`src/rtl/sudoku_puzzle_loader_if.sv`:
```
// Value stream from the puzzle source into the loader.
// valid/ready handshake, with last marking the end of a short stream.
interface sudoku_puzzle_loader_if #(
  parameter int VAL_W = 4
) ();
  logic             valid;
  logic             ready;
  logic [VAL_W-1:0] value;
  logic             last;

  modport master (output valid, output value, output last, input ready);
  modport slave  (input valid, input value, input last, output ready);
endinterface

```
`src/rtl/sudoku_puzzle_loader.sv`:
```
// Clears the board, streams checked givens into board memory, kicks the solver
// and records its outcome. Grid edge N = BOX*BOX.
module sudoku_puzzle_loader #(
  parameter int BOX   = 3,
  parameter int N     = BOX * BOX,
  parameter int CELLS = N * N,
  parameter int IDX_W = $clog2(CELLS),
  parameter int VAL_W = $clog2(N + 1)
) (
  input  logic                   i_clk,
  input  logic                   i_rst_n,
  input  logic                   i_load_start,
  input  logic                   i_abort,
  sudoku_puzzle_loader_if.slave  s_in,
  output logic                   o_mem_sel,
  output logic                   o_mem_write_en,
  output logic [IDX_W-1:0]       o_mem_cell_idx,
  output logic [VAL_W-1:0]       o_mem_data_in,
  output logic                   o_solver_start,
  input  logic                   i_solver_done,
  input  logic                   i_solver_unsol,
  output logic                   o_busy,
  output logic [2:0]             o_status,
  output logic [IDX_W:0]         o_givens_cnt
);

  localparam int RC_W = $clog2(N);
  localparam logic [IDX_W-1:0] IDX_N    = IDX_W'(N);
  localparam logic [IDX_W-1:0] LAST_IDX = IDX_W'(CELLS - 1);
  localparam logic [RC_W-1:0]  BOX_R    = RC_W'(BOX);
  localparam logic [VAL_W-1:0] VAL_N    = VAL_W'(N);
  localparam logic [N-1:0]     ONE_BIT  = {{(N-1){1'b0}}, 1'b1};

  typedef enum logic [2:0] {
    S_IDLE, S_CLEAR, S_LOAD, S_START, S_WAIT, S_ERR
  } state_t;

  state_t           r_state, w_state_n;
  logic [IDX_W-1:0] r_idx, w_idx_n;
  logic [N-1:0]     r_row_mask [N];
  logic [N-1:0]     r_col_mask [N];
  logic [N-1:0]     r_box_mask [N];
  logic [N-1:0]     w_row_mask_n [N];
  logic [N-1:0]     w_col_mask_n [N];
  logic [N-1:0]     w_box_mask_n [N];
  logic             r_in_ready, w_in_ready_n;
  logic             r_mem_sel, w_mem_sel_n;
  logic             r_mem_we, w_mem_we_n;
  logic [IDX_W-1:0] r_mem_idx, w_mem_idx_n;
  logic [VAL_W-1:0] r_mem_data, w_mem_data_n;
  logic             r_start, w_start_n;
  logic             r_busy, w_busy_n;
  logic [2:0]       r_status, w_status_n;
  logic [IDX_W:0]   r_givens, w_givens_n;

  logic [RC_W-1:0]  w_row, w_col, w_box;
  logic [N-1:0]     w_vbit;
  logic             w_hs, w_range_err, w_conflict, w_final;

  // Row/column/box of the cell currently being loaded, and the one-hot of the incoming value.
  always_comb begin
    w_row       = RC_W'(r_idx / IDX_N);
    w_col       = RC_W'(r_idx % IDX_N);
    w_box       = RC_W'((w_row / BOX_R) * BOX_R + w_col / BOX_R);
    w_hs        = s_in.valid & r_in_ready;
    w_range_err = (s_in.value > VAL_N);
    w_vbit      = '0;
    if ((s_in.value != '0) && !w_range_err) begin
      w_vbit = ONE_BIT << (s_in.value - 1'b1);
    end
    w_conflict  = |(w_vbit & (r_row_mask[w_row] | r_col_mask[w_col] | r_box_mask[w_box]));
    w_final     = s_in.last || (r_idx == LAST_IDX);
  end

  always_comb begin
    w_state_n    = r_state;
    w_idx_n      = r_idx;
    w_row_mask_n = r_row_mask;
    w_col_mask_n = r_col_mask;
    w_box_mask_n = r_box_mask;
    w_in_ready_n = r_in_ready;
    w_mem_sel_n  = r_mem_sel;
    w_mem_we_n   = 1'b0;
    w_mem_idx_n  = '0;
    w_mem_data_n = '0;
    w_start_n    = 1'b0;
    w_status_n   = r_status;
    w_givens_n   = r_givens;

    case (r_state)
      S_IDLE: begin
        if (i_load_start) begin
          w_state_n   = S_CLEAR;
          w_idx_n     = '0;
          w_mem_sel_n = 1'b1;
          w_status_n  = 3'd0;
          w_givens_n  = '0;
        end
      end
      S_CLEAR: begin
        w_mem_we_n  = 1'b1;
        w_mem_idx_n = r_idx;
        for (int i = 0; i < N; i++) begin
          w_row_mask_n[i] = '0;
          w_col_mask_n[i] = '0;
          w_box_mask_n[i] = '0;
        end
        if (r_idx == LAST_IDX) begin
          w_state_n    = S_LOAD;
          w_idx_n      = '0;
          w_in_ready_n = 1'b1;
        end else begin
          w_idx_n = r_idx + 1'b1;
        end
      end
      S_LOAD: begin
        if (w_hs) begin
          if (w_range_err || w_conflict) begin
            w_status_n   = w_range_err ? 3'd3 : 3'd4;
            w_state_n    = S_ERR;
            w_in_ready_n = 1'b0;
          end else begin
            w_mem_we_n   = 1'b1;
            w_mem_idx_n  = r_idx;
            w_mem_data_n = s_in.value;
            if (w_vbit != '0) begin
              w_row_mask_n[w_row] = r_row_mask[w_row] | w_vbit;
              w_col_mask_n[w_col] = r_col_mask[w_col] | w_vbit;
              w_box_mask_n[w_box] = r_box_mask[w_box] | w_vbit;
              w_givens_n          = r_givens + 1'b1;
            end
            if (w_final) begin
              w_state_n    = S_START;
              w_in_ready_n = 1'b0;
            end else begin
              w_idx_n = r_idx + 1'b1;
            end
          end
        end
      end
      S_START: begin
        w_mem_sel_n = 1'b0;
        w_start_n   = 1'b1;
        w_state_n   = S_WAIT;
      end
      S_WAIT: begin
        if (i_solver_done) begin
          w_status_n = 3'd1;
          w_state_n  = S_IDLE;
        end else if (i_solver_unsol) begin
          w_status_n = 3'd2;
          w_state_n  = S_IDLE;
        end
      end
      S_ERR: begin
        w_mem_sel_n = 1'b0;
        w_state_n   = S_IDLE;
      end
      default: begin
        w_state_n = S_IDLE;
      end
    endcase

    // Abort overrides everything decided above, in every state.
    if (i_abort) begin
      w_state_n    = S_IDLE;
      w_idx_n      = '0;
      w_in_ready_n = 1'b0;
      w_mem_sel_n  = 1'b0;
      w_mem_we_n   = 1'b0;
      w_mem_idx_n  = '0;
      w_mem_data_n = '0;
      w_start_n    = 1'b0;
      w_status_n   = 3'd5;
    end

    w_busy_n = (w_state_n != S_IDLE);
  end

  always_ff @(posedge i_clk or negedge i_rst_n) begin
    if (!i_rst_n) begin
      r_state    <= S_IDLE;
      r_idx      <= '0;
      for (int i = 0; i < N; i++) begin
        r_row_mask[i] <= '0;
        r_col_mask[i] <= '0;
        r_box_mask[i] <= '0;
      end
      r_in_ready <= 1'b0;
      r_mem_sel  <= 1'b0;
      r_mem_we   <= 1'b0;
      r_mem_idx  <= '0;
      r_mem_data <= '0;
      r_start    <= 1'b0;
      r_busy     <= 1'b0;
      r_status   <= 3'd0;
      r_givens   <= '0;
    end else begin
      r_state    <= w_state_n;
      r_idx      <= w_idx_n;
      r_row_mask <= w_row_mask_n;
      r_col_mask <= w_col_mask_n;
      r_box_mask <= w_box_mask_n;
      r_in_ready <= w_in_ready_n;
      r_mem_sel  <= w_mem_sel_n;
      r_mem_we   <= w_mem_we_n;
      r_mem_idx  <= w_mem_idx_n;
      r_mem_data <= w_mem_data_n;
      r_start    <= w_start_n;
      r_busy     <= w_busy_n;
      r_status   <= w_status_n;
      r_givens   <= w_givens_n;
    end
  end

  assign s_in.ready     = r_in_ready;
  assign o_mem_sel      = r_mem_sel;
  assign o_mem_write_en = r_mem_we;
  assign o_mem_cell_idx = r_mem_idx;
  assign o_mem_data_in  = r_mem_data;
  assign o_solver_start = r_start;
  assign o_busy         = r_busy;
  assign o_status       = r_status;
  assign o_givens_cnt   = r_givens;

endmodule

```
`src/flat_wrapper.sv`:
```
// flat-port wrapper written by rule: the top's interface ports become plain ports
module sudoku_puzzle_loader_flat 
#(
  parameter int BOX   = 3,
  parameter int N     = BOX * BOX,
  parameter int CELLS = N * N,
  parameter int IDX_W = $clog2(CELLS),
  parameter int VAL_W = $clog2(N + 1)
)
  (i_clk, i_rst_n, i_load_start, i_abort, o_mem_sel, o_mem_write_en, o_mem_cell_idx, o_mem_data_in, o_solver_start, i_solver_done, i_solver_unsol, o_busy, o_status, o_givens_cnt, s_in_valid, s_in_value, s_in_last, s_in_ready);
  sudoku_puzzle_loader_if #(.VAL_W(VAL_W)) s_in_i ();
  input  logic i_clk;
  input  logic i_rst_n;
  input  logic i_load_start;
  input  logic i_abort;
  output logic o_mem_sel;
  output logic o_mem_write_en;
  output logic [IDX_W-1:0] o_mem_cell_idx;
  output logic [VAL_W-1:0] o_mem_data_in;
  output logic o_solver_start;
  input  logic i_solver_done;
  input  logic i_solver_unsol;
  output logic o_busy;
  output logic [2:0] o_status;
  output logic [IDX_W:0] o_givens_cnt;
  input wire logic [$bits(s_in_i.valid)-1:0] s_in_valid;
  input wire logic [$bits(s_in_i.value)-1:0] s_in_value;
  input wire logic [$bits(s_in_i.last)-1:0] s_in_last;
  output wire logic [$bits(s_in_i.ready)-1:0] s_in_ready;
  assign s_in_i.valid = s_in_valid;
  assign s_in_i.value = s_in_value;
  assign s_in_i.last = s_in_last;
  assign s_in_ready = s_in_i.ready;
  sudoku_puzzle_loader #(.BOX(BOX), .N(N), .CELLS(CELLS), .IDX_W(IDX_W), .VAL_W(VAL_W)) u_core (.i_clk(i_clk), .i_rst_n(i_rst_n), .i_load_start(i_load_start), .i_abort(i_abort), .s_in(s_in_i), .o_mem_sel(o_mem_sel), .o_mem_write_en(o_mem_write_en), .o_mem_cell_idx(o_mem_cell_idx), .o_mem_data_in(o_mem_data_in), .o_solver_start(o_solver_start), .i_solver_done(i_solver_done), .i_solver_unsol(i_solver_unsol), .o_busy(o_busy), .o_status(o_status), .o_givens_cnt(o_givens_cnt));
endmodule
```
`config.mk`:
```
export PLATFORM = sky130hd
export DESIGN_NAME = sudoku_puzzle_loader_flat
export DESIGN_NICKNAME = d
export VERILOG_FILES = /design/src/rtl/sudoku_puzzle_loader_if.sv /design/src/rtl/sudoku_puzzle_loader.sv /design/src/flat_wrapper.sv
export SDC_FILE = /design/constraint.sdc
export NUM_CORES = 1
export LEC_CHECK = 0
export BUFFER_PORTS_ARGS = -buffer_cell sky130_fd_sc_hd__buf_2
export CORE_ASPECT_RATIO = 1.4
export CORE_MARGIN = 2
export CORE_UTILIZATION = 60
export CTS_CLUSTER_DIAMETER = 40
export DETAILED_ROUTE_END_ITERATION = 8
export PLACE_DENSITY_LB_ADDON = 0.2
export SETUP_SLACK_MARGIN = 0.02
export SLEW_MARGIN = 40
export SYNTH_ARGS = -nofsm -noshare
export SYNTH_HDL_FRONTEND = slang
export SYNTH_SLANG_ARGS = --single-unit
export TNS_END_PERCENT = 1
```
`constraint.sdc`:
```
create_clock -name i_clk -period 9.35 [get_ports i_clk]
set_input_delay 0.935 -clock i_clk [delete_from_list [all_inputs] [get_ports i_clk]]
set_output_delay 0.935 -clock i_clk [all_outputs]
set_load 0.005 [all_outputs]
```
* After elaboration in Yosys (flattened, before gate mapping)
Index checks and enable logic that the tools add are counted.
Cells by class: magnitude comparators 7, div/mod/pow operators 4, equal/unequal tests 18, bitwise logic cells 10, $mul 1, $add $sub $neg 4, shifts and indexed selects 1, reductions and logical operators 25, mux-type cells 83
Operator list (number):
- 2-to-1 mux 81 bit | 9
- one-hot mux 81 bit (2 select lines) | 3
- bitwise mux 81 bit | 3
- binary-select mux 9 bit (select 4 bit) | 3
- demux 9 bit (select 4 bit) | 3
- 2-to-1 mux 9 bit | 10
- 2-to-1 mux 7 bit | 9
- 2-to-1 mux 3 bit | 15
- OR 9 bit | 5
- 2-to-1 mux 8 bit | 4
- one-hot mux 7 bit (3 select lines) | 1
- 2-to-1 mux 4 bit | 4
- one-hot mux 8 bit (2 select lines) | 1
- greater-or-equal comparator 5 bit, second input constant | 3
- < comparator 5 x 1 -> 1 bit, second input constant | 3
- inverter 4 -> 5 bit | 3
- one-hot mux 3 bit (5 select lines) | 1
- AND reduction 5 bit | 3
- one-hot mux 7 bit (2 select lines) | 1
- 2-to-1 mux 1 bit | 12
- nonzero test 4 bit | 3
- bitwise AND 9 bit | 1
- inequality test 3 x 2 -> 1 bit, second input constant | 3
- inequality test 3 bit, second input constant | 3
- other kinds (32) | 47
Word-level totals: bits in registers 280

* Depth between registers and ports, before layout
depth after elaboration 17, mapped depth 41, depth with buffers taken out 36

* Worst setup path before layout
No wires, ideal clock.
kind reg-to-reg, start point reg u_core.r_idx[4], end point reg u_core.r_row_mask[8] (netlist bit), data arrival time 8.047 ns, cell stages (with the launch flop) 38, setup slack 1.130 ns, setup time 0.173 ns, period minus slack after synthesis 8.220 ns, cell sequence dfrtp_1 -> buf_2 -> inv_1 -> ha_1 -> nor3b_4 -> mux2i_4 -> mux2i_1 -> nor2_1 -> ha_1 -> nor4_1 -> o21ai_1 -> a31oi_1 -> nand2b_1 -> ha_1 -> inv_1 -> ha_1 -> nand2b_1 -> a2bb2o_1 -> (+2 left out) -> ha_1 -> inv_1 -> fa_1 -> xor2_1 -> xor2_1 -> mux2i_1 -> mux2i_1 -> a2111oi_0 -> o31ai_1 -> o31a_1 -> a211oi_1 -> nand4_1 -> nor4_2 -> buf_4 -> buf_2 -> o22ai_1 -> nand2_1 -> o21ai_0
On the way: longest elaborated chain between the ends 14, elaborated cells between the ends (all ways) 36, those cells by class add/sub: 1; mul: 1; div: 4; order compare: 2; eq/ne: 1; mux: 16; bitwise: 7; reduce/logical: 4
Ends and longest elaborated chain:
- start, declared | RTL line sudoku_puzzle_loader.sv:39 | logic [IDX_W-1:0] r_idx, w_idx_n;
- start signal, assigned | RTL line sudoku_puzzle_loader.sv:200 | r_idx <= w_idx_n;
- divider 7 x 4 -> 7 bit | RTL line sudoku_puzzle_loader.sv:62 | w_row = RC_W'(r_idx / IDX_N);
- divider 4 x 2 -> 4 bit | RTL line sudoku_puzzle_loader.sv:64 | w_box = RC_W'((w_row / BOX_R) * BOX_R + w_col / BOX_R);
- multiplier 4 x 2 -> 4 bit | RTL line sudoku_puzzle_loader.sv:64
- adder 4 bit | RTL line sudoku_puzzle_loader.sv:64
- inverter 4 -> 5 bit (not written as such) | RTL line sudoku_puzzle_loader.sv:71 | w_conflict = |(w_vbit & (r_row_mask[w_row] | r_col_mask[w_col] | r_box_mask[w_box]));
- binary-select mux 9 bit (select 4 bit) | RTL line sudoku_puzzle_loader.sv:71
- 2-to-1 mux 9 bit (not written as such) (2 in series) | RTL line sudoku_puzzle_loader.sv:71
- OR 9 bit | RTL line sudoku_puzzle_loader.sv:71
- bitwise AND 9 bit | RTL line sudoku_puzzle_loader.sv:71
- OR reduction 9 bit | RTL line sudoku_puzzle_loader.sv:71
- logical OR 1 bit | RTL line sudoku_puzzle_loader.sv:118 | if (w_range_err || w_conflict) begin
- inequality test 2 bit (no source line)
- AND reduction 4 bit (no source line)
- end signal, assigned | RTL line sudoku_puzzle_loader.sv:201 | r_row_mask <= w_row_mask_n;
- end, declared | RTL line sudoku_puzzle_loader.sv:40 | logic [N-1:0] r_row_mask [N];
Several ways; a longest one is shown, not always the timed one. The select of a mux whose other input is x is not followed. A chain may end at the register's enable or synchronous reset.

* Worst setup path after layout
start point reg u_core.r_idx[4], end point reg u_core.r_mem_idx[5] (netlist: u_core.o_mem_cell_idx[5])
On the way: longest elaborated chain between the ends 16, elaborated cells between the ends (all ways) 27, those cells by class add/sub: 1; mul: 1; div: 4; mux: 13; bitwise: 6; reduce/logical: 2
Ends and longest elaborated chain:
- divider 7 x 4 -> 7 bit | RTL line sudoku_puzzle_loader.sv:62
- divider 4 x 2 -> 4 bit | RTL line sudoku_puzzle_loader.sv:64
- multiplier 4 x 2 -> 4 bit | RTL line sudoku_puzzle_loader.sv:64
- adder 4 bit | RTL line sudoku_puzzle_loader.sv:64
- inverter 4 -> 5 bit (not written as such) | RTL line sudoku_puzzle_loader.sv:71
- binary-select mux 9 bit (select 4 bit) | RTL line sudoku_puzzle_loader.sv:71
- 2-to-1 mux 9 bit (not written as such) (2 in series) | RTL line sudoku_puzzle_loader.sv:71
- OR 9 bit (*) | RTL line sudoku_puzzle_loader.sv:71
- bitwise AND 9 bit (*) | RTL line sudoku_puzzle_loader.sv:71
- OR reduction 9 bit (*) | RTL line sudoku_puzzle_loader.sv:71
- logical OR 1 bit (*) | RTL line sudoku_puzzle_loader.sv:118
- 2-to-1 mux 7 bit (*) | RTL line sudoku_puzzle_loader.sv:118
- 2-to-1 mux 7 bit (*) | RTL line sudoku_puzzle_loader.sv:117 | if (w_hs) begin
- one-hot mux 7 bit (2 select lines) (*) | RTL line sudoku_puzzle_loader.sv:90 | case (r_state)
- 2-to-1 mux 7 bit (*) | RTL line sudoku_puzzle_loader.sv:165 | if (i_abort) begin
- net u_core.w_mem_idx_n[5] | RTL line sudoku_puzzle_loader.sv:49 | logic [IDX_W-1:0] r_mem_idx, w_mem_idx_n;
- end signal, assigned | RTL line sudoku_puzzle_loader.sv:207 | r_mem_idx <= w_mem_idx_n;
- end, declared | RTL line sudoku_puzzle_loader.sv:49
The timed path passes the listed nets; every way through them passes the cells marked *. The select of a mux whose other input is x is not followed.

==> results.toml <==
[setup_path]
path_common_cell = "ha_1"
cp.depth = 36
path_class = "reg2reg"
slowest_delay_ps = 510
crit_required_ps = 9850
critPathBufInv = 5
reg2reg_from = "u_core.r_idx[4]$_DFFE_PN0P_"
critPathMaxFanout = 10
crit_start = "u_core.r_idx[4]$_DFFE_PN0P_"
worstSetupEndpoint = "u_core.o_mem_cell_idx[5]$_DFF_PN0_"
crit_slowest_cell = "nor3_1"
r2r_cells = 36
worstPathArrival_ps = 9270
rrSetupSlack_ps = 580
critPathCaptureType = "flop"
start_kind = "flop"
critPathTopFamily = "compound AO/OA/AOI/OAI gates"
r2r_end = "u_core.o_mem_cell_idx[5]$_DFF_PN0_"

[timing]
fmax_ghz = 0.114
maxSlewHeadroom = 0.374
setup_slack_ps = 580
worst_slew_pin_slew_ps = 932
clock_skew_ps = 14.7
period_share = 0.938
slew_violations = 0
setup_violations = 0
min_period_ps = 8770
fin_tns_setup_ps = 0
rsz0062_at_grt = "no"
finalHoldViolCount = 0

[synth]
yosys_warnings = 0
yosysUniqueCellTypes = 101
synth_edf_count = 0
synth_top_area_share = 0.463
ys_ff_latch = 280
synth_ff_type = "dfrtp_1"
yosysSeqAreaShare = 0.463
syn-num-nets = 1721
synth.largest_area_cell = "dfrtp_1"
async_flop_share = 1.00
ys_top_cells_by_area = "dfrtp_1 (46%), o21ai_0 (9.7%), nand2_1 (9.4%), mux4_2 (2.8%), nor2_1 (2.2%)"
avgSynthCellArea_um2 = 8.95
synth_area_mm2 = 0.0151
postSynthCellCount = 1692

[placed_design]
place_congestion = 0.999
dp_hpwl_mm = 33.7
post-place-ws_ps = 404
postPlaceCellArea_mm2 = 0.0158
portBuffers = 38

[final_layout]
fill_cells = 1965
stdcell_area_mm2 = 0.0169
drive_gt1_frac = 0.133
fin_util = 0.682
num_antenna_cells = 0
final_nets = 1761
synthToLayoutAreaGrowth_pct = 11.5

[global_route]
busiest_layer = "met2"
antenna_found_initial = 0
met1_usage = 0.453
grt_pass1_wl_mm = 75.8
met2_usage = 0.592
grt_max_degree = 84
grt_overflow_total = 0
met3_usage = 0.0544
grt_pass1_vias = 13500
grt_use_total = 0.362

[hold_path]
hold_path_class = "in2async"

[routing]
drc = 0
vias_per_cell = 6.79
post_drt_wl_per_cell_um = 23.3
vias = 14000
wirelength_mm = 48.0
ant_nets = 0
drt-pass1-iter-count = 9
drtIter0Drc = 1702

[clock_network]
cts.sinks = 280
clk_latency_ps = 580
clockBufferDepth = 3
path_clk_slew_ps = 60
cts_tree = "built"
cts-root-buf = "clkbuf_16"
htree_levels = 1
numCtsBuffers = 31

[floorplan]
core_mm2 = 0.0248
boundaryPins = 39
rows = 68
start_util = 0.611
die_w_um = 138
die_h_um = 192
die-area_mm2 = 0.0265

[power]
switchingPower_mw = 0.619
switching_share = 0.238
internal_power_mw = 1.98
leakage_nw = 7.27
p_comb_frac = 0.054
clockPowerShare = 0.477
peakVddDrop_mv = 0.204
pwr-share-seq = 0.469
p_per_area_mw_per_mm2 = 154

[run]
drv_cap = 0

[outcome]
outcome = "complete, no violations"
## cell families (layout without fill, tap and decap cells)
logic type                 after synthesis  after routing  synth area share
AOI/OAI and AO/OA                      545            545             0.221
and+or+nand+nor                        668            668             0.199
DFF                                    280            280             0.463
muxes                                   66             66            0.0614
adders and majority gates               17             17            0.0155
xor gates and xnor gates                12             12           0.00918
buffers and inverters                  104            163            0.0311
## power groups by stage
stage	Combinational (mW)	Clock (mW)	Sequential, mW
after floorplan	0.0666	0	1.24
after global placement	0.133	0	1.24
after detailed placement	0.136	0	1.24
after CTS	0.137	1.25	1.22
after global routing	0.152	1.30	1.22
final	0.141	1.24	1.22
## cell type report
class | instances | area [µm²] | share of cell area
tap | 315 | 394 | 0.0233
clock buffer | 38 | 862 | 0.0511
multi-input combinational | 1308 | 7740 | 0.458
sequential | 280 | 7010 | 0.415
timing repair buffer | 89 | 626 | 0.0371
clock inverter | 14 | 171 | 0.0102
inverter | 22 | 82.6 | 0.00489
## state kept, by name (all words and copies together), names as in the netlist
register	count
u_core.r_col_mask	81
u_core.o_mem_sel	1
u_core.r_state	3
u_core.o_mem_data_in	4
u_core.o_givens_cnt	8
u_core.r_box_mask	81
u_core.o_busy	1
u_core.o_solver_start	1
u_core.r_row_mask	81
u_core.s_in.ready	1
u_core.o_mem_write_en	1
u_core.r_idx	7
u_core.o_status	3
u_core.o_mem_cell_idx	7
## metrics by stage
step,hold WS (ps),power (mW),cells
2_1_floorplan,442,1.30,1692
3_3_place_gp,456,1.37,2010
3_5_place_dp,464,1.38,2011
4_1_cts,266,2.60,2063
5_1_grt,289,2.67,2066
6_report,263,2.60,2066
## timing repair
| item | in CTS | in global routing |
|---|---|---|
| hold buffers | 0 | 0 |
| resized for setup | 0 | 3 |
| setup endpoints to repair | 0 | 258 |
| setup buffers | 0 | 3 |
## cells in the mapped netlist, drive strengths merged, types with 4 or more instances
master,n
nand4,22
a22oi,5
or3,11
mux2,15
dfrtp,280
mux2i,32
a32oi,4
o21a,9
buf,36
nor3,37
nand2,378
a221o,4
mux4,19
nand2b,21
a2111oi,10
a21o,5
nor2,91
ha,14
a211oi,11
o21ai,316
inv,19
xnor2,4
nor4,9
clkbuf,46
nand3,45
nor2b,4
a22o,5
a211o,11
a31o,5
a21oi,55
a31oi,12
xor2,8
a221oi,9
a311oi,6
o22ai,26
and2,18
o31ai,11
and3,17
o311ai,4
## how the worst min path moves through the flow
| stage | start | endpoint | slack, ps |
|---|---|---|---|
| after floorplan | u_core.r_box_mask[6]$_DFFE_PN0P_ | u_core.r_box_mask[6]$_DFFE_PN0P_ | 440 |
| after global placement | u_core.r_box_mask[28]$_DFFE_PN0P_ | u_core.r_box_mask[28]$_DFFE_PN0P_ | 460 |
| after detailed placement | u_core.r_col_mask[46]$_DFFE_PN0P_ | u_core.r_col_mask[46]$_DFFE_PN0P_ | 460 |
| after CTS | i_rst_n | u_core.r_idx[6]$_DFFE_PN0P_ | 270 |
| after global routing | i_rst_n | u_core.r_idx[2]$_DFFE_PN0P_ | 290 |
| final | i_rst_n | u_core.o_mem_write_en$_DFF_PN0_ | 260 |
## layer usage
| metal | vias up | part of all wire | wire, µm |
|---|---|---|---|
| met2 | 819 | 0.47 | 22700 |
| met4 | 0 | 0.071 | 3430 |
| met5 | - | 0 | 0 |
| met1 | 6789 | 0.37 | 17700 |
| li1 | 6189 | - | - |
| met3 | 223 | 0.087 | 4200 |
## cell usage in the layout, fill, tap and decap left out, types with 6 or more instances in the layout
cell type	instances
a211o_1	11
inv_1	17
ha_1	14
and3_1	17
nor2_1	86
nor3_1	36
or3_1	11
clkbuf_8	7
and2_1	17
o22ai_2	12
a2111oi_0	6
a311oi_1	6
o31ai_1	10
o21a_1	8
a31oi_1	12
mux2_2	13
buf_4	47
nand4_1	21
a211oi_1	9
o21ai_1	22
mux4_2	19
buf_2	37
o22ai_1	14
nor4_1	6
nand2_1	378
dfrtp_1	280
xor2_1	7
o21ai_0	291
a221oi_1	7
mux2i_1	31
a21oi_1	52
nand2b_1	21
nand3_1	39
clkbuf_16	31
Note: power is estimated with default switching activity, not from simulation.
